[src/rtl/sevenseg_scan_driver.sv]
// Multiplexed 7-segment driver following a one-hot ring counter, with per-step blanking
// and a double-buffered display value. Optional macro: LEADING_ZERO_BLANK_EN.
module sevenseg_scan_driver #(
    parameter int digits_p       = 4,
    parameter int blank_cycles_p = 1200
) (
    input  logic                  clk_i,
    input  logic                  rst_i,
    input  logic [digits_p-1:0]   ring_i,
    input  logic [4*digits_p-1:0] value_i,
    input  logic [digits_p-1:0]   dp_i,
    input  logic                  valid_i,
    output logic                  ready_o,
    output logic [6:0]            seg_o,
    output logic                  dp_o,
    output logic [digits_p-1:0]   an_o
);

    localparam int CNT_W = (blank_cycles_p > 0) ? $clog2(blank_cycles_p + 1) : 1;
    localparam logic [CNT_W-1:0] CNT_LAST =
        CNT_W'((blank_cycles_p > 0) ? blank_cycles_p - 1 : 0);
    localparam logic [digits_p-1:0] RING_FIRST = digits_p'(1);

    typedef enum logic [1:0] {ST_IDLE, ST_BLANK, ST_SHOW} state_t;

    state_t                r_state;
    logic [CNT_W-1:0]      r_cnt;
    logic [digits_p-1:0]   r_ringQ;
    logic [4*digits_p-1:0] r_activeVal;
    logic [digits_p-1:0]   r_activeDp;
    logic [4*digits_p-1:0] r_pendVal;
    logic [digits_p-1:0]   r_pendDp;
    logic                  r_pending;
    logic [6:0]            r_seg;
    logic                  r_dp;
    logic [digits_p-1:0]   r_an;

    state_t                w_stateNext;
    logic [CNT_W-1:0]      w_cntNext;
    logic                  w_oneHot;
    logic                  w_step;
    logic                  w_frame;
    logic                  w_accept;
    logic [4*digits_p-1:0] w_activeValNext;
    logic [digits_p-1:0]   w_activeDpNext;
    logic [3:0]            w_nib;
    logic                  w_dpSel;
    logic                  w_lzBlank;
    logic [6:0]            w_segNext;
    logic                  w_dpNext;
    logic [digits_p-1:0]   w_anNext;

    function automatic logic [6:0] hexTo7Seg(input logic [3:0] nib);
        logic [6:0] seg;
        seg = 7'b0000000;
        case (nib)
            4'h0: seg = 7'b0111111;
            4'h1: seg = 7'b0000110;
            4'h2: seg = 7'b1011011;
            4'h3: seg = 7'b1001111;
            4'h4: seg = 7'b1100110;
            4'h5: seg = 7'b1101101;
            4'h6: seg = 7'b1111101;
            4'h7: seg = 7'b0000111;
            4'h8: seg = 7'b1111111;
            4'h9: seg = 7'b1101111;
            4'hA: seg = 7'b1110111;
            4'hB: seg = 7'b1111100;
            4'hC: seg = 7'b0111001;
            4'hD: seg = 7'b1011110;
            4'hE: seg = 7'b1111001;
            4'hF: seg = 7'b1110001;
            default: seg = 7'b0000000;
        endcase
        return seg;
    endfunction

    assign w_oneHot = $onehot(ring_i);
    assign w_step   = (ring_i != r_ringQ);
    assign w_frame  = w_step && (ring_i == RING_FIRST);
    assign w_accept = valid_i && !r_pending;
    assign ready_o  = !r_pending;

    // Decode from the value that will be active after this edge so a promotion never shows stale data.
    assign w_activeValNext = (w_frame && r_pending) ? r_pendVal : r_activeVal;
    assign w_activeDpNext  = (w_frame && r_pending) ? r_pendDp  : r_activeDp;

    always_comb begin : digitSelect
        logic allZero;
        w_nib     = 4'h0;
        w_dpSel   = 1'b0;
        w_lzBlank = 1'b0;
        allZero   = 1'b1;
        for (int k = digits_p - 1; k >= 0; k--) begin
`ifdef LEADING_ZERO_BLANK_EN
            allZero = allZero && (w_activeValNext[4*k +: 4] == 4'h0);
`endif
            if (ring_i[k]) begin
                w_nib   = w_activeValNext[4*k +: 4];
                w_dpSel = w_activeDpNext[k];
`ifdef LEADING_ZERO_BLANK_EN
                w_lzBlank = allZero && (k > 0);
`else
                w_lzBlank = 1'b0;
`endif
            end
        end
    end

    always_comb begin : nextState
        w_stateNext = r_state;
        w_cntNext   = r_cnt;
        if (!w_oneHot) begin
            w_stateNext = ST_IDLE;
            w_cntNext   = '0;
        end else begin
            case (r_state)
                ST_IDLE, ST_SHOW: begin
                    if (w_step) begin
                        w_stateNext = (blank_cycles_p == 0) ? ST_SHOW : ST_BLANK;
                        w_cntNext   = '0;
                    end
                end
                ST_BLANK: begin
                    if (w_step) begin
                        w_cntNext = '0;
                    end else if (r_cnt == CNT_LAST) begin
                        w_stateNext = ST_SHOW;
                    end else begin
                        w_cntNext = r_cnt + 1'b1;
                    end
                end
                default: begin
                    w_stateNext = ST_IDLE;
                    w_cntNext   = '0;
                end
            endcase
        end
    end

    always_comb begin : nextOutputs
        w_segNext = 7'b0000000;
        w_dpNext  = 1'b0;
        w_anNext  = '0;
        if (w_stateNext == ST_SHOW) begin
            w_anNext  = ring_i;
            w_segNext = w_lzBlank ? 7'b0000000 : hexTo7Seg(w_nib);
            w_dpNext  = w_dpSel;
        end
    end

    always_ff @(posedge clk_i) begin
        if (rst_i) begin
            r_state     <= ST_IDLE;
            r_cnt       <= '0;
            r_ringQ     <= '0;
            r_activeVal <= '0;
            r_activeDp  <= '0;
            r_pendVal   <= '0;
            r_pendDp    <= '0;
            r_pending   <= 1'b0;
            r_seg       <= 7'b0000000;
            r_dp        <= 1'b0;
            r_an        <= '0;
        end else begin
            r_state <= w_stateNext;
            r_cnt   <= w_cntNext;
            r_ringQ <= ring_i;
            r_seg   <= w_segNext;
            r_dp    <= w_dpNext;
            r_an    <= w_anNext;
            // An accept can only happen while nothing is pending, so it never collides with a promotion.
            if (w_frame && r_pending) begin
                r_activeVal <= r_pendVal;
                r_activeDp  <= r_pendDp;
                r_pending   <= 1'b0;
            end else if (w_accept) begin
                r_pendVal <= value_i;
                r_pendDp  <= dp_i;
                r_pending <= 1'b1;
            end
        end
    end

    assign seg_o = r_seg;
    assign dp_o  = r_dp;
    assign an_o  = r_an;

endmodule

[config.mk]
export PLATFORM = sky130hd
export DESIGN_NAME = sevenseg_scan_driver
export DESIGN_NICKNAME = d
export VERILOG_FILES = /design/src/rtl/sevenseg_scan_driver.sv
export SDC_FILE = /design/constraint.sdc
export NUM_CORES = 1
export LEC_CHECK = 0
export ABC_AREA = 1
export CELL_PAD_IN_SITES_DETAIL_PLACEMENT = 2
export CELL_PAD_IN_SITES_GLOBAL_PLACEMENT = 2
export CORE_MARGIN = 2
export CORE_UTILIZATION = 31
export CTS_CLUSTER_DIAMETER = 30
export DETAILED_ROUTE_END_ITERATION = 12
export PLACE_DENSITY_LB_ADDON = 0.1
export RECOVER_POWER = 50
export SLEW_MARGIN = 40
export SYNTH_ARGS = -nofsm -noshare
export SYNTH_HDL_FRONTEND = slang
export SYNTH_SLANG_ARGS = --single-unit
[constraint.sdc]
create_clock -name clk_i -period 4.1 [get_ports clk_i]
set_input_delay 0.41 -clock clk_i [delete_from_list [all_inputs] [get_ports clk_i]]
set_output_delay 0.41 -clock clk_i [all_outputs]
set_load 0.02 [all_outputs]
[After elaboration in Yosys (flattened, before gate mapping)]
Memory sizes are Yosys's and may differ from the RTL's. A register that Yosys moved wholly into a read port is not among the register bits.
Index checks and enable logic that the tools add are counted.
Storage, ports and cells
  register bits: 63
  bits in read-only memories: 112
  input bits: 27
  output and inout port bits: 13
  logic and storage cells: 57
  memories: 1
Memories
  (no name shown): words 16, width 7, rd ports 1, clocked after Yosys merged registers in 1, wr ports 0, line 56  | case (nib)
Operators by class
  add/subtract/negate cells: 4
  equality and inequality tests: 9
  mux-type cells: 19
  bitwise logic cells: 3
  reduce and logical (&&, ||, !) cells: 11
Operators with widths (number)
  $mux 11: 3
  $pmux 11 s2: 1
  $mux 4: 5
  $mux 16: 1
  $add 11x1->11 const B: 1
  $eq 11x11->1 const B: 1
  $mux 2: 4
  $reduce_or 2->1: 4
  $add 1x1->2: 2
  $eq 2x2->1 const B: 2
  $eq 4x1->1 const B: 1
  $mux 1: 4
  $ne 4x4->1: 1
  $pmux 2 s2: 1
  $reduce_and 2->1: 2
  $add 2x2->3: 1
  $eq 3x1->1 const B: 1
  $logic_and 1x1->1: 3
  $ne 3x3->1 const B: 1
  $not 1->1: 3
  $eq 2x1->1 const B: 1
  $logic_not 2->1: 1
  $ne 2x2->1 const B: 1
  $logic_not 1->1: 1

[Depth between registers and ports, before layout]
  depth in word-level cells: 8
  mapped depth: 20

[Worst setup path before layout]
OpenSTA, ideal clock, no wires.
  kind: in2reg
  start: input port ring_i[0]
  end: register r_dp (netlist: dp_o)
  setup time: 0.069 ns
  data arrival time: 2.928 ns
  setup slack: 1.103 ns
  stages: 17
  path through: inv_1 clkbuf_1 fa_1 inv_1 ha_1 ha_1 nor4_2 inv_1 a21oi_1 inv_1 nor2_1 inv_1 nor2_4 inv_2 nor2_1 inv_1 o21ai_1
Between the ends
  longest elaborated chain between the ends: 8
  elaborated cells between the ends (all ways): 19
Ends and longest elaborated chain
  from (decl): line 9  | input logic [digits_p-1:0] ring_i,
  parallel branches: the longest is 8 deep, another holds $add 2x2->3
  to (signal assigned): line 170  | r_dp <= w_dpNext;
  to (decl): line 35  | logic r_dp;
Several ways; the timed one is not identified.
A chain may end at the register's enable or synchronous reset.

[Final worst setup path]
Ends and elaborated chain as after synthesis.

==> metrics <==
status=finished, violations left; violations in the final reports=max-capacitance violations, max-slew violations; metal2 WL=4240 µm; Max Used Layer=met4; Worst path depth=17; Async SR Flop Fraction=0; hold buffers post-CTS=0; crit path kind=primary input to flop; Top cell by count, worst path=inv_1; Ys Warns=0; Critical-path top delay cell=fa_1; total CTS buffers=9; clk buf depth=2; combinational group share of total power=0.114; relative slew slack=-0.397; Final Hold Viols=0; Synth-to-Final Area Change=22.4%; top post-synthesis cells by count=107 x nand2_1, 70 x dfxtp_1, 57 x inv_1, 48 x nor2_1, 33 x a21oi_1; Non-Filler Instances=626; crit start category=primary input; Worst Setup SP=ring_i[0]; Final Slew Violations=46; initial antenna violation count=0; Die Footprint=11300 µm²; switching share of total power=0.269; post-synth top area cell=dfxtp_1; worst-margin pin slew=2100 ps; drt wl/cell=14.4 µm; final WL=8990 µm; Max stage delay on crit path=540 ps; Placeable Area=10200 µm²; family with the most delay on the worst path=buffers and inverters; Fin Clk Skew=11.6 ps; Met1 Wirelength=4370 µm; worst skew pair latency=350 ps; Pwr Total=1.43 mW; post-detail-place hpwl=6750 µm; peak supply drop=0.000184 V; placed cell count=610; max cap viols=1; number of DRC markers in iteration 0=54; pwr dens=361 nW/µm²; CP cell instances=clkdlybuf4s50_1, inv_1, fa_1, inv_1, ha_1, ha_1, nor4_2, inv_1, a21oi_1, inv_1, nor2_1, inv_1, nor2_4, inv_2, nor2_1, inv_1, o21ai_1; worst reg2reg path startpoint=r_ringQ[2]; worst r2r path cells=16; DP Area=3780 µm²; Hold Crit Class=flop to flop; First-pass DRT Iterations=6; fmax=283 MHz; vias=2887; WL met3=278 µm; drt via density=4.61; TNS Setup=0 ps; Synth cell types=41; # IOs=40; synthesized flop and latch total=70; CP max FO=10; Critical Path End=dp_o; gr usage total=0.173; synth top area cells=dfxtp_1 43%, nand2_1 12%, inv_1 6.6%, nor2_1 5.6%, a21oi_1 5.1%; starting density of the core=0.316; design area=3960 µm²; worst path bufs/invs=8; Setup crit end kind=flop; Sink Count=70; n_diodes=0; die height=106 µm; Reg-to-Reg End=seg_o[3]; clock share of power=0.390; pin count of the biggest net entering global routing=46; Die Wd=106 µm; final number of setup-violating endpoints=0; gpl congestion=0.791; P_sw=0.385 mW; post-synth top area share=0.433; post-CTS sizing=0; CTS H-tree depth=3; GR Overflow Total=0; Syn Nets=480; Post-Syn Area per Cell=7.34 µm²; endpoint arrival time on the critical path=3810 ps; Flop pwr share=0.496; Nets=524; Tcrit/Tclk final=0.861; Primary FF master, synth=dfxtp_1; Core Rows=37; CP Data Required Time=4380 ps; I/O Buffers=39; Remaining DRCs=0; ANT nets after route=0; r2r setup slk=1540 ps; clock root cell=clkbuf_8; TritonCTS clock tree=done; fraction of layout cells with a size suffix above 1=0.0939; Leak=1.75 nW; Post-synth EDFFs=0; sequential fraction of the synthesis area=0.433; Cell Int Power=1.04 mW; most frequent cell after synthesis=nand2_1; postcts setup bufs=0; first-pass GRT wire length=15200 µm; vias in the first global route=3071; RSZ-0062 raised after global routing=false; Worst-path clk slew=70 ps; Final min period=3530 ps; Post-Synthesis Cells=441; Syn Std Cell Area=3240 µm²
per-stage QoR:
stage	utilization	hold WS [ps]	setup slack [ps]
final	0.387	468	570
after global routing	0.387	491	261
after CTS	0.388	471	539
after detailed placement	0.369	459	211
after global placement	0.369	453	366
after floorplan	-	439	1100
area by class of cell:
cell class	count	area [µm²]
clock buffer	10	128
clock inverter	6	62.6
fill	1202	6270
inverter	63	236
multi-input combinational	295	1530
sequential	70	1400
tap	136	170
timing repair buffer	46	439
power by group through the flow:
stage / registers, mW / logic, mW / clock network, mW
2_1_floorplan: 0.722 / 0.103 / 0
3_3_place_gp: 0.724 / 0.161 / 0
3_5_place_dp: 0.725 / 0.167 / 0
4_1_cts: 0.710 / 0.168 / 0.580
5_1_grt: 0.712 / 0.187 / 0.609
6_report: 0.709 / 0.163 / 0.557
state kept, by name (all words and copies together), names as in the netlist:
register     flops
an_o             4
r_ringQ          4
r_activeVal     16
r_activeDp       4
r_pendDp         4
seg_o            7
r_pendVal       16
r_state          2
dp_o             1
r_pending        1
r_cnt           11
kinds of logic (layout without fill, tap and decap cells):
kind of cell,after synthesis,after routing,share of synthesized area
AO/OA/AOI/OAI,64,64,0.115
XOR/XNOR,1,1,0.00271
adder cells (fa/ha/maj),12,12,0.0487
buffers and inverters,76,125,0.0958
flip-flops,70,70,0.433
multiplexers,1,1,0.00309
AND/OR/NAND/NOR,217,217,0.302
per-layer routing:
layer,global-route usage,vias up
met3,0.0392,9
met2,0.286,41
met4,0.0508,0
li1,-,1472
met5,0,-
met1,0.224,1365
worst reg2reg max path, delay by kind of cell (launching register included):
family / cells / cell delay (ps)
simple gates: 10 / 1110
fa+ha+maj: 1 / 270
flops: 1 / 330
compound gates: 2 / 440
buf+inv: 3 / 340
worst min path at each step:
stage,from,endpoint,slack [ps],cells after the start
global route,r_pendVal[15],r_pendVal[15],490,2
floorplan,r_cnt[10],r_cnt[10],440,2
global placement,r_pendVal[1],r_pendVal[1],450,2
finish,r_cnt[10],r_cnt[10],470,2
CTS,r_pendVal[6],r_pendVal[6],470,2
detailed placement,r_cnt[10],r_cnt[10],460,2
placed cells by master (no fill, tap or decap), types with 5 or more instances in the layout:
cell / count
nand2_1: 107
clkdlybuf4s50_1: 25
a211oi_1: 7
nor2_1: 48
ha_1: 11
o21ai_0: 12
or2_1: 5
inv_1: 57
inv_2: 5
a21oi_1: 33
nand3_1: 29
clkbuf_8: 9
dlygate4sd3_1: 14
nand2_2: 6
dfxtp_1: 70
buf_4: 6
nand3b_1: 5
(Power assumes the default switching activity.)
